`config.mk`:
```
export PLATFORM = sky130hd
export DESIGN_NAME = redmule_cfg_master
export DESIGN_NICKNAME = d
export VERILOG_FILES = /design/src/rtl/redmule_pkg.sv /design/src/rtl/redmule_cfg_master.sv
export SDC_FILE = /design/constraint.sdc
export NUM_CORES = 1
export LEC_CHECK = 0
export BUFFER_PORTS_ARGS = -buffer_cell sky130_fd_sc_hd__buf_4
export CORE_MARGIN = 1
export CORE_UTILIZATION = 25
export CTS_CLUSTER_SIZE = 8
export DETAILED_ROUTE_END_ITERATION = 12
export GPL_TIMING_DRIVEN = 0
export PLACE_DENSITY = 0.45
export SLEW_MARGIN = 10
export SYNTH_ARGS = -nofsm -noshare
export SYNTH_HDL_FRONTEND = slang
export SYNTH_SLANG_ARGS = --single-unit
```
`constraint.sdc`:
```
create_clock -name clk_i -period 2.8 [get_ports clk_i]
set_input_delay 0.56 -clock clk_i [delete_from_list [all_inputs] [get_ports clk_i]]
set_output_delay 0.56 -clock clk_i [all_outputs]
set_load 0.02 [all_outputs]
```
`src/rtl/redmule_pkg.sv`:
```
// Shared constants for the RedMulE configuration master.
//   REDMULE_REGS     : default number of job registers written per job
//   REDMULE_TRIGGER  : byte offset of the TRIGGER register
//   REDMULE_ACQUIRE  : byte offset of the ACQUIRE register
//   REDMULE_ACQ_BUSY : ACQUIRE read value meaning "no free context, retry"
//   cfg_state_t      : FSM state encoding of redmule_cfg_master
package redmule_pkg;

   localparam int unsigned REDMULE_REGS     = 4;

   localparam logic [31:0] REDMULE_TRIGGER  = 32'h0000_0000;
   localparam logic [31:0] REDMULE_ACQUIRE  = 32'h0000_0004;
   localparam logic [31:0] REDMULE_ACQ_BUSY = 32'hFFFF_FFFF;

   typedef logic [2:0] cfg_state_t;

   localparam cfg_state_t CFG_IDLE     = 3'd0;
   localparam cfg_state_t CFG_ACQ_REQ  = 3'd1;
   localparam cfg_state_t CFG_ACQ_RSP  = 3'd2;
   localparam cfg_state_t CFG_RETRY    = 3'd3;
   localparam cfg_state_t CFG_WRITE    = 3'd4;
   localparam cfg_state_t CFG_TRIGGER  = 3'd5;
   localparam cfg_state_t CFG_WAIT_EVT = 3'd6;
   localparam cfg_state_t CFG_DONE     = 3'd7;

endpackage

```
`src/rtl/redmule_cfg_master.sv`:
```
// Configuration master that programs one RedMulE job over the hwpe periph bus.
// A job descriptor is latched, a context is acquired (retrying while the
// accelerator reports busy), the job registers are written back to back, the
// job is triggered and the master waits for the job-end event.
// Ports:
//   clk_i, rst_ni        clock, asynchronous active-low reset
//   clear_i              synchronous abort back to IDLE
//   job_valid_i/ready_o  descriptor handshake, job_regs_i the descriptor words
//   evt_i                hwpe events of this core, bit 0 = job end
//   periph_*             flat periph master (request / grant / read response)
//   busy_o, done_o       job in flight, one-cycle pulse at job end
//   job_id_o             context ID returned by the last successful ACQUIRE
module redmule_cfg_master
   import redmule_pkg::*;
#(
   parameter int unsigned ID_WIDTH     = 8,
   parameter int unsigned N_JOB_REGS   = REDMULE_REGS,
   parameter logic [31:0] JOB_BASE     = 32'h40,
   parameter int unsigned RETRY_CYCLES = 4,
   parameter int unsigned MASTER_ID    = 0
) (
   input  logic                     clk_i,
   input  logic                     rst_ni,
   input  logic                     clear_i,
   input  logic                     job_valid_i,
   output logic                     job_ready_o,
   input  logic [N_JOB_REGS*32-1:0] job_regs_i,
   input  logic [1:0]               evt_i,
   output logic                     periph_req_o,
   input  logic                     periph_gnt_i,
   output logic [31:0]              periph_add_o,
   output logic                     periph_wen_o,
   output logic [3:0]               periph_be_o,
   output logic [31:0]              periph_data_o,
   output logic [ID_WIDTH-1:0]      periph_id_o,
   input  logic                     periph_r_valid_i,
   input  logic [31:0]              periph_r_data_i,
   input  logic [ID_WIDTH-1:0]      periph_r_id_i,
   output logic                     busy_o,
   output logic                     done_o,
   output logic [7:0]               job_id_o
);

   localparam int unsigned KW = $clog2(N_JOB_REGS + 1);
   // +2 keeps the counter at least one bit wide when RETRY_CYCLES is 0
   localparam int unsigned RW = $clog2(RETRY_CYCLES + 2);
   localparam logic [ID_WIDTH-1:0] MID    = ID_WIDTH'(MASTER_ID);
   localparam logic [KW-1:0]       K_LAST = KW'(N_JOB_REGS - 1);

   cfg_state_t                     state_q, state_d;
   logic [KW-1:0]                  k_q, k_d;
   logic [RW-1:0]                  retry_q, retry_d;
   logic                           evt_q, evt_d;
   logic [7:0]                     job_id_q, job_id_d;
   logic [N_JOB_REGS-1:0][31:0]    regs_q, regs_d;

   logic        rsp_hit;
   logic        retry_done;
   logic [31:0] wdata;
   logic        unused_evt_hi;

   assign unused_evt_hi = evt_i[1];

   assign rsp_hit    = periph_r_valid_i && (periph_r_id_i == MID);
   // RETRY always lasts at least one cycle, so RETRY_CYCLES=0 behaves like 1
   assign retry_done = (32'(retry_q) + 32'd1) >= RETRY_CYCLES;

   always_comb begin
      wdata = '0;
      for (int unsigned i = 0; i < N_JOB_REGS; i++) begin
         if (k_q == KW'(i)) wdata = regs_q[i];
      end
   end

   always_comb begin
      state_d  = state_q;
      k_d      = k_q;
      retry_d  = retry_q;
      job_id_d = job_id_q;
      regs_d   = regs_q;
      // job-end events seen before WAIT_EVT are remembered here
      evt_d    = evt_q | evt_i[0];

      case (state_q)
         CFG_IDLE: begin
            if (job_valid_i) begin
               regs_d  = job_regs_i;
               state_d = CFG_ACQ_REQ;
            end
         end
         CFG_ACQ_REQ: begin
            if (periph_gnt_i) state_d = CFG_ACQ_RSP;
         end
         CFG_ACQ_RSP: begin
            if (rsp_hit) begin
               if (periph_r_data_i == REDMULE_ACQ_BUSY) begin
                  retry_d = '0;
                  state_d = CFG_RETRY;
               end else begin
                  job_id_d = periph_r_data_i[7:0];
                  k_d      = '0;
                  state_d  = CFG_WRITE;
               end
            end
         end
         CFG_RETRY: begin
            if (retry_done) begin
               retry_d = '0;
               state_d = CFG_ACQ_REQ;
            end else begin
               retry_d = retry_q + 1'b1;
            end
         end
         CFG_WRITE: begin
            if (periph_gnt_i) begin
               k_d = k_q + 1'b1;
               if (k_q == K_LAST) state_d = CFG_TRIGGER;
            end
         end
         CFG_TRIGGER: begin
            if (periph_gnt_i) state_d = CFG_WAIT_EVT;
         end
         CFG_WAIT_EVT: begin
            evt_d = 1'b0;
            if (evt_i[0] || evt_q) state_d = CFG_DONE;
         end
         CFG_DONE: begin
            state_d = CFG_IDLE;
         end
         default: begin
            state_d = CFG_IDLE;
         end
      endcase

      if (job_ready_o && job_valid_i) evt_d = 1'b0;

      // abort wins over everything, including a response arriving this cycle
      if (clear_i) begin
         state_d  = CFG_IDLE;
         k_d      = '0;
         retry_d  = '0;
         evt_d    = 1'b0;
         job_id_d = job_id_q;
      end
   end

   always_ff @(posedge clk_i or negedge rst_ni) begin
      if (!rst_ni) begin
         state_q  <= CFG_IDLE;
         k_q      <= '0;
         retry_q  <= '0;
         evt_q    <= 1'b0;
         job_id_q <= '0;
         regs_q   <= '0;
      end else begin
         state_q  <= state_d;
         k_q      <= k_d;
         retry_q  <= retry_d;
         evt_q    <= evt_d;
         job_id_q <= job_id_d;
         regs_q   <= regs_d;
      end
   end

   // Request fields depend only on state, k and latched words, so they stay
   // stable while a request waits for its grant.
   always_comb begin
      periph_req_o  = 1'b0;
      periph_wen_o  = 1'b1;
      periph_add_o  = '0;
      periph_be_o   = 4'h0;
      periph_data_o = '0;
      periph_id_o   = MID;
      case (state_q)
         CFG_ACQ_REQ: begin
            periph_req_o = 1'b1;
            periph_wen_o = 1'b1;
            periph_add_o = REDMULE_ACQUIRE;
            periph_be_o  = 4'hF;
         end
         CFG_WRITE: begin
            periph_req_o  = 1'b1;
            periph_wen_o  = 1'b0;
            periph_add_o  = JOB_BASE + (32'(k_q) << 2);
            periph_be_o   = 4'hF;
            periph_data_o = wdata;
         end
         CFG_TRIGGER: begin
            periph_req_o  = 1'b1;
            periph_wen_o  = 1'b0;
            periph_add_o  = REDMULE_TRIGGER;
            periph_be_o   = 4'hF;
            periph_data_o = '0;
         end
         default: ;
      endcase
   end

   assign job_ready_o = (state_q == CFG_IDLE);
   assign busy_o      = (state_q != CFG_IDLE);
   assign done_o      = (state_q == CFG_DONE);
   assign job_id_o    = job_id_q;

endmodule

```
Word-level counts from Yosys, hierarchy flattened. Cells that the tools add are included.

Bits in registers: 146. Input port bits: 176. Output and inout bits: 89. Logic and storage cells: 87.

Add/sub/neg operators: 4. Order comparisons: 1. Eq/ne operators: 21. Mux-type cells: 33. Bitwise gates (word level): 3. Reduce and logical (&&, ||, !) cells: 16.

Operator list (number): 32-bit two-way mux (5); 3-bit two-way mux (18); 32-bit == test (second input constant) (1); 3-bit inequality test (second input constant) (10); 3-bit one-hot mux with 8 select lines (1); 8-bit one-hot mux with 2 select lines (1); 3-bit by 2-bit == test with 1-bit output (second input constant) (4); 3-bit == test (second input constant) (4); 3-bit one-hot mux with 2 select lines (2); 3-bit nonzero test (3); 7-bit by 5-bit adder with 8-bit output (first input constant) (1); 8-bit logical NOT (1); 4-bit AND reduction (2); 8-bit AND reduction (1); 3-bit by 1-bit adder with 3-bit output (second input constant) (2); 3-bit by 1-bit == test with 1-bit output (second input constant) (2); 3-bit logical NOT (2); 1-bit two-way mux (5); 3-bit by 1-bit adder with 4-bit output (second input constant) (1); 4-bit by 3-bit >= comparator with 1-bit output (second input constant) (1); 4-bit two-way mux (1); 3-bit AND reduction (1); 3-bit OR reduction (1); 1-bit logical AND (2); 5 further kinds (6).

Depth between registers and ports, before layout. Gate-level depths: netlist of the first run.

Depth after elaboration: 6. Mapped depth: 9. Mapped depth without buffers: 7.

Worst setup path before layout of the first run. OpenSTA, ideal clock, no wires.

Kind: register to output. From: register k_q[0]. To: output periph_data_o[13]. Arrival: 1.820 ns. Data required time: 2.240 ns. Path slack: 0.420 ns. Stages on the path, launching flop included: 10. Path through: dfrtp_1 > inv_1 > ha_1 > nand2b_1 > buf_2 > clkbuf_1 > nor2_1 > a211oi_1 > a21oi_1 > nor2_1.

Longest elaborated chain between the ends: 6. Elaborated cells on any way between the ends: 9. Classes of those cells: 3 x eq/ne; 5 x mux; 1 x reduce/logical.

RTL lines: start: declaration (RTL line redmule_cfg_master.sv:51) `logic [KW-1:0] k_q, k_d;`; start signal: assignment (RTL line redmule_cfg_master.sv:157) `k_q <= k_d;`; 3-bit logical NOT (RTL line redmule_cfg_master.sv:71) `if (k_q == KW'(i)) wdata = regs_q[i];`; 32-bit two-way mux (3 in series) (RTL line redmule_cfg_master.sv:71); 32-bit two-way mux * (RTL line redmule_cfg_master.sv:71); 32-bit two-way mux * (RTL line redmule_cfg_master.sv:174) `case (state_q)`; end: declaration (RTL line redmule_cfg_master.sv:34) `output logic [31:0] periph_data_o,`.

Every way passes the cells marked *; elsewhere a longest branch is shown, timed or not.

Worst setup path in the final report of the first run.
From: register k_q[1]. To: output periph_data_o[16].

Same word-level chain as after synthesis.

==> qor.txt, run 1 <==
Grt ovf: 0
RSZ-0062 raised after global routing: true
Hold WS: 36.00 ps
Port Buf Inserts: 227
CP startpoint kind: flip-flop
Synth unique cells: 50
Slowest cell on crit path: dfrtp_1
Via count: 5805
Worst-Skew Late Latency: 430 ps
CTS buffer count: 17
Sequential Power Share: 36.0%
Synth area leader: dfrtp_1
DP HPWL: 16730 µm
Largest net degree at the start of global routing: 94
Final hold vios: 0
Setup crit end kind: output port
Fmax: 345.7 MHz
Die height: 173.3 µm
Core region area: 28780 µm²
Worst-Margin Slew: 764.2 ps
Die area: 30020 µm²
Maximum Capacitance Violations: 0
Final GP Congestion: 0.7407
Final Setup Violations: 27
Clk slew on worst S/H paths: 70 ps
Worst Path Required: 2240 ps
# DRC: 0
Mapped Area: 7332 µm²
Fillcell total: 2853
Max-slew violations: 0
DRT Pass-1 Iters: 4
Synth Area in XOR/XNOR: 0.1195%
Mux cell area share after synthesis: 21.30%
Max Fanout on Critical Path: 5
Routed len/inst: 18.01 µm
Initial DRC count: 234
Share of cells above drive strength 1: 46.29%
Relative slew slack: 48.59%
Setup Skew: 15.27 ps
P_int: 6788 µW
Crit-path cells: inv_2 > ha_4 > nor2b_2 > buf_8 > bufbuf_16 > a22oi_2 > a211oi_2 > a21oi_1 > nor2_1 > buf_4
Syn avg cell area: 11.71 µm²
Worst setup margin: -92.47 ps
Clock share of power: 23.6%
Post-synth top flop: dfrtp_1
Logic pwr share: 40.4%
VDD IR-drop max: 0.0003058 V
Chip width: 173.3 µm
Worst EP arrival: 2330 ps
Max Root-Sink Buffers: 2
Nets: 1100
Net switching power: 3402 µW
Period utilization: 103.3%
Largest family of logic cells by synthesized area: multiplexers
Row cnt: 62
Crit path max-delay family: buffers and inverters
Synth top area cells: dfrtp_1, mux2_1, buf_4, nor2_1, a211oi_1
Post-synthesis sequential area ratio: 49.83%
Initial antenna violation count: 1
Worst setup path category: reg2out
Fin crit period: 2892 ps
Initial Utilization: 25.48%
Leak: 0.005030 µW
Max incr delay on CP: 410 ps
H-tree levels: 4
CTS Hold Buffers Added: 0
Pwr Density: 932.5 nW/µm²
Place WS: -440.8 ps
Seq cells post-synth: 146
Global-route wire length before repair: 37360 µm
Compound-cell area share of the yosys netlist: 10.82%
Sw Ratio: 33.39%
Failing checks: negative setup slack
HP Class: in2async
Number of flops mapped to enable cells by yosys: 0
Area delta synth->final: 49.04%
GR Util All Layers: 16.46%
Buf+Inv Stages, Crit Path: 4
Synth cell count leaders: dfrtp_1, mux2_1, nor2_1
Via count of the first global-routing pass: 6201
Post-synth top area share: 49.83%
I/O pin count: 265
Setup TNS: -962.0 ps
Final WL: 23700 µm
Outcome: finished with violations
TritonCTS clock tree: built
Cell at the root of the clock tree: clkbuf_16
Antenna viol nets, final: 0
Sink Count: 146
Ys Warns: 0
Post-Synth Adder-Cell Area: 1.024%
Post-synthesis cell count: 626
Total Power: 10190 µW
Async SR Flop Fraction: 100.0%
Post-Synth Simple-Gate Area: 8.515%
Routed vias/inst: 4.411
Leading cell type by number of instances after synthesis: dfrtp_1
[flip-flops by register name (all words and copies together), names as in the netlist]
| name | flops |
|---|---|
| state_q | 3 |
| evt_q | 1 |
| job_id_o | 8 |
| retry_q | 3 |
| k_q | 3 |
| regs_q | 128 |
[cell families after synthesis]
group / count (synthesis)
AOI/OAI and AO/OA: 120
and+or+nand+nor: 126
DFF: 146
muxes: 136
buffers and inverters: 90
adders and majority gates: 6
xor gates and xnor gates: 1
other: 1
[power by group through the flow]
| stage | logic (µW) | clock network, µW | registers [µW] |
|---|---|---|---|
| after floorplan | 2570 | 0 | 3480 |
| after global placement | 3570 | 0 | 3610 |
| after detailed placement | 3630 | 0 | 3640 |
| after CTS | 4200 | 2480 | 3660 |
| after global routing | 4530 | 2570 | 3810 |
| final | 4120 | 2400 | 3670 |
[metrics by stage]
stage	utilization [%]	area [µm²]	std cells
final	37.97	10930	1316
after global routing	37.96	10930	1315
after CTS	37.95	10920	1317
after detailed placement	33.64	9683	1273
after global placement	33.52	9648	1272
after floorplan	-	7463	661
[layout make-up]
type	count	area, µm²	area share (%)
inverter	6	22.52	0.2061
buffer	84	748.2	6.847
antenna	1	2.502	0.02290
timing repair buffer	238	1896	17.35
clock inverter	12	155.1	1.420
sequential	146	3656	33.46
tap	384	480.5	4.397
clock buffer	20	446.7	4.087
multi-input combinational	425	3521	32.22
[routing by layer]
metal	share of wire, %	up-vias	track usage, %	wire length [µm]
met2	47	163	26.92	11140
met1	47	2855	21.79	11060
met4	1.0	0	4.093	246
met5	0	-	0	0
met3	5.3	18	3.991	1254
li1	-	2769	-	-
[cells in the final DEF, fill, tap and decap left out, drive strengths merged, types with 2 or more instances in the layout]
| cell type | netlist | final |
|---|---|---|
| nand4 | 8 | 8 |
| inv | 6 | 8 |
| a211oi | 32 | 32 |
| mux2 | 136 | 136 |
| and2 | 2 | 2 |
| nor3 | 4 | 4 |
| o21ai | 4 | 4 |
| nand3b | 4 | 4 |
| buf | 70 | 308 |
| a22oi | 32 | 32 |
| nor2 | 79 | 79 |
| bufinv | 0 | 3 |
| dfrtp | 146 | 146 |
| clkinvlp | 0 | 2 |
| a21oi | 42 | 42 |
| conb | 1 | 36 |
| clkbuf | 14 | 33 |
| nand2 | 8 | 8 |
| clkinv | 0 | 5 |
| nor4 | 4 | 4 |
| ha | 6 | 6 |
| nor2b | 3 | 3 |
| nand2b | 3 | 3 |
| a22o | 2 | 2 |
[final timing paths]
check	startpoint	to	slack (ps)	depth (start not counted)
min reg2reg	regs_q[86]	regs_q[86]	490	1
max reg2reg	k_q[0]	state_q[2]	550	7
max in group asynchronous	rst_ni	regs_q[54]	1900	2
min in group clk_i	job_regs_i[29]	regs_q[29]	350	2
max	k_q[1]	periph_data_o[16]	-90	10
min	rst_ni	regs_q[80]	40	1
[repair_timing]
action,in CTS,in global routing
setup endpoints to repair,34,32
endpoints found under the hold margin,0,0
setup buffers,8,1
gates resized for setup,116,16
pin swaps,74,23
cloned,4,0
No activity file was read; power rests on OpenSTA's default activity.
==> inputs of run 2 (changes only) <==
--- a/config.mk
+++ b/config.mk
@@ -8,9 +8,9 @@
 export BUFFER_PORTS_ARGS = -buffer_cell sky130_fd_sc_hd__buf_4
 export CORE_MARGIN = 1
 export CORE_UTILIZATION = 25
-export CTS_CLUSTER_SIZE = 8
+export CTS_CLUSTER_SIZE = 10
 export DETAILED_ROUTE_END_ITERATION = 12
-export GPL_TIMING_DRIVEN = 0
+export GPL_TIMING_DRIVEN = 1
 export PLACE_DENSITY = 0.45
 export SLEW_MARGIN = 10
 export SYNTH_ARGS = -nofsm -noshare
==> run 2 against run 1 <==
The flow still finishes with violations (negative setup slack). First-iteration DRC count shrank 15%. Critical path depth grew 1. Register-to-register slack lost 250 ps. Clock power shrank 4%. Global-route usage shrank 1.2 points. Worst hold slack gained 310 ps. Power shrank 4.9%. Sequential cell count is the same. Design area shrank 4.8%. Non-clock buffer count shrank 65. Core utilization shrank 1.8 points. Clock-buffer cell count shrank 2. Highest routed layer unchanged.
==> qor.txt, run 2 (same netlist as run 1, synthesis figures left out) <==
Clk slew on worst S/H paths: 70 ps (about the same)
Max Root-Sink Buffers: 2 (unchanged)
CP startpoint: k_q[0] (was k_q[1])
Final hold vios: 0 (unchanged)
Via count of the first global-routing pass: 5856 (was 6201)
Sink Count: 146 (unchanged)
RR Endpoint: state_q[2] (unchanged)
Global-route wire length before repair: 34760 µm (was 37360 µm)
Initial DRC count: 199 (was 234)
Nets: 1035 (was 1100)
Max-slew violations: 0 (unchanged)
Worst-Skew Late Latency: 430 ps (about the same)
R2r startpoint: k_q[0] (unchanged)
Worst Path Required: 2240 ps (about the same)
Setup Skew: 12.51 ps (was 15.27 ps)
Reg2Reg Depth: 9 (was 7)
Most common cell after layout, fill and taps aside: buf_4 (unchanged)
Share of cells above drive strength 1: 41.34% (was 46.29%)
Relative slew slack: 59.26% (was 48.59%)
Antenna viol nets, final: 0 (unchanged)
Worst EP arrival: 2310 ps (was 2330 ps)
Reg with most FFs: regs_q (unchanged)
Outcome: finished with violations (unchanged)
Worst-Margin Slew: 605.6 ps (was 764.2 ps)
Fin crit period: 2871 ps (was 2892 ps)
Leak: 0.004695 µW (was 0.005030 µW)
Routed vias/inst: 4.467 (was 4.411)
Chip width: 173.3 µm (unchanged)
Cell Area, Placed: 9321 µm² (was 9683 µm²)
Largest net degree at the start of global routing: 79 (was 94)
Initial Utilization: 25.48% (unchanged)
Core region area: 28780 µm² (unchanged)
Die area: 30020 µm² (unchanged)
Final WL: 22660 µm (was 23700 µm)
HP Class: in2reg (was in2async)
Final Setup Violations: 18 (was 27)
Worst Setup EP: periph_data_o[29] (was periph_data_o[16])
Max Fanout on Critical Path: 8 (was 5)
Via count: 5588 (was 5805)
TritonCTS clock tree: built (unchanged)
Cell at the root of the clock tree: clkbuf_16 (unchanged)
Max FFs per register: 128 (unchanged)
Setup crit end kind: output port (unchanged)
Final non-filler cell total: 1251 (was 1316)
CP startpoint kind: flip-flop (unchanged)
Worst setup path category: reg2out (unchanged)
Row cnt: 62 (unchanged)
Period utilization: 102.6% (was 103.3%)
GR Util All Layers: 15.22% (was 16.46%)
H-tree levels: 4 (unchanged)
Pwr Density: 931.1 nW/µm² (was 932.5 nW/µm²)
Most frequent cells in the layout: buf_4, dfrtp_1, mux2_1 (unchanged)
Routed len/inst: 18.12 µm (was 18.01 µm)
Reg-to-reg setup timing slack: 300 ps (was 550 ps)
Port Buf Inserts: 227 (unchanged)
Grt ovf: 0 (unchanged)
# DRC: 0 (unchanged)
Initial antenna violation count: 1 (unchanged)
Final GP Congestion: 0.7074 (was 0.7407)
Worst setup margin: -71.49 ps (was -92.47 ps)
Placed cell count: 1203 (was 1273)
Total Power: 9687 µW (was 10190 µW)
DRT Pass-1 Iters: 4 (unchanged)
Failing checks: negative setup slack (unchanged)
CTS buffer count: 17 (unchanged)
VDD IR-drop max: 0.0004141 V (was 0.0003058 V)
Area delta synth->final: 41.89% (was 49.04%)
I/O pin count: 265 (unchanged)
Fmax: 348.3 MHz (was 345.7 MHz)
Final Cell Area: 10400 µm² (was 10930 µm²)
DP HPWL: 13460 µm (was 16730 µm)
Die height: 173.3 µm (unchanged)
Maximum Capacitance Violations: 0 (unchanged)
RSZ-0062 raised after global routing: true (unchanged)
-- run 2: area by class of cell --
cell class | instances | area (µm²)
fill | 2899 | 18380
sequential | 146 | 3654
multi-input combinational | 425 | 3476
timing repair buffer | 257 | 2185
tap | 384 | 480.5
clock buffer | 18 | 439.2
clock inverter | 14 | 145.1
inverter | 6 | 22.52
antenna | 1 | 2.502
-- run 2: worst min-delay path by stage --
stage                   start     endpoint  slack, ps  depth (start not counted)
2_1_floorplan          rst_ni        evt_q        260                          0
3_5_place_dp           rst_ni  regs_q[113]        400                          1
6_report       job_regs_i[59]   regs_q[59]        340                          2
5_1_grt        job_regs_i[90]   regs_q[90]        320                          2
3_3_place_gp           rst_ni   regs_q[80]        400                          1
4_1_cts        job_regs_i[38]   regs_q[38]        320                          2
-- run 2: metrics by stage --
stage / hold WS [ps] / worst slack [ps] / TNS (ps) / util [%]
6_report: 341.2 / -71.49 / -388.0 / 36.15
5_1_grt: 319.1 / -215.8 / -5367 / 36.14
4_1_cts: 319.8 / -119.8 / -2410 / 35.74
3_5_place_dp: 395.5 / 236.2 / 0 / 32.39
3_3_place_gp: 398.1 / 245.7 / 0 / 32.39
2_1_floorplan: 264.4 / 420.3 / 0 / -
-- run 2: power by group --
group | switching, µW | total (µW) | internal [µW] | leakage, µW
Combinational | 1740 | 3740 | 2000 | 0.00267
Clock | 1030 | 2310 | 1280 | 0.000278
Sequential | 529 | 3630 | 3110 | 0.00175
-- run 2: repair_timing --
item | 4_1_cts | 5_1_grt
setup endpoints to repair | 32 | 32
resized for setup | 40 | 19
hold buffers | 1 | 0
pin swaps | 58 | 22
cloned | 4 | 3
setup buffers | 7 | 2
hold endpoints to repair | 12 | 0
-- run 2: metal layers --
metal  wire, µm  global-route usage [%]
met2      11020                   25.52
met3       1377                   4.671
met5          0                       0
met4        171                   3.540
met1      10090                   19.10
-- run 2: critical path: stages (launching register included) --
cell	delay, ps
dfrtp_1	430
inv_2	100
ha_4	120
nor3b_4	230
buf_6	150
buf_12	150
buf_12	110
a22oi_1	80
a211oi_2	210
a21oi_1	60
nor2_1	100
buf_4	140
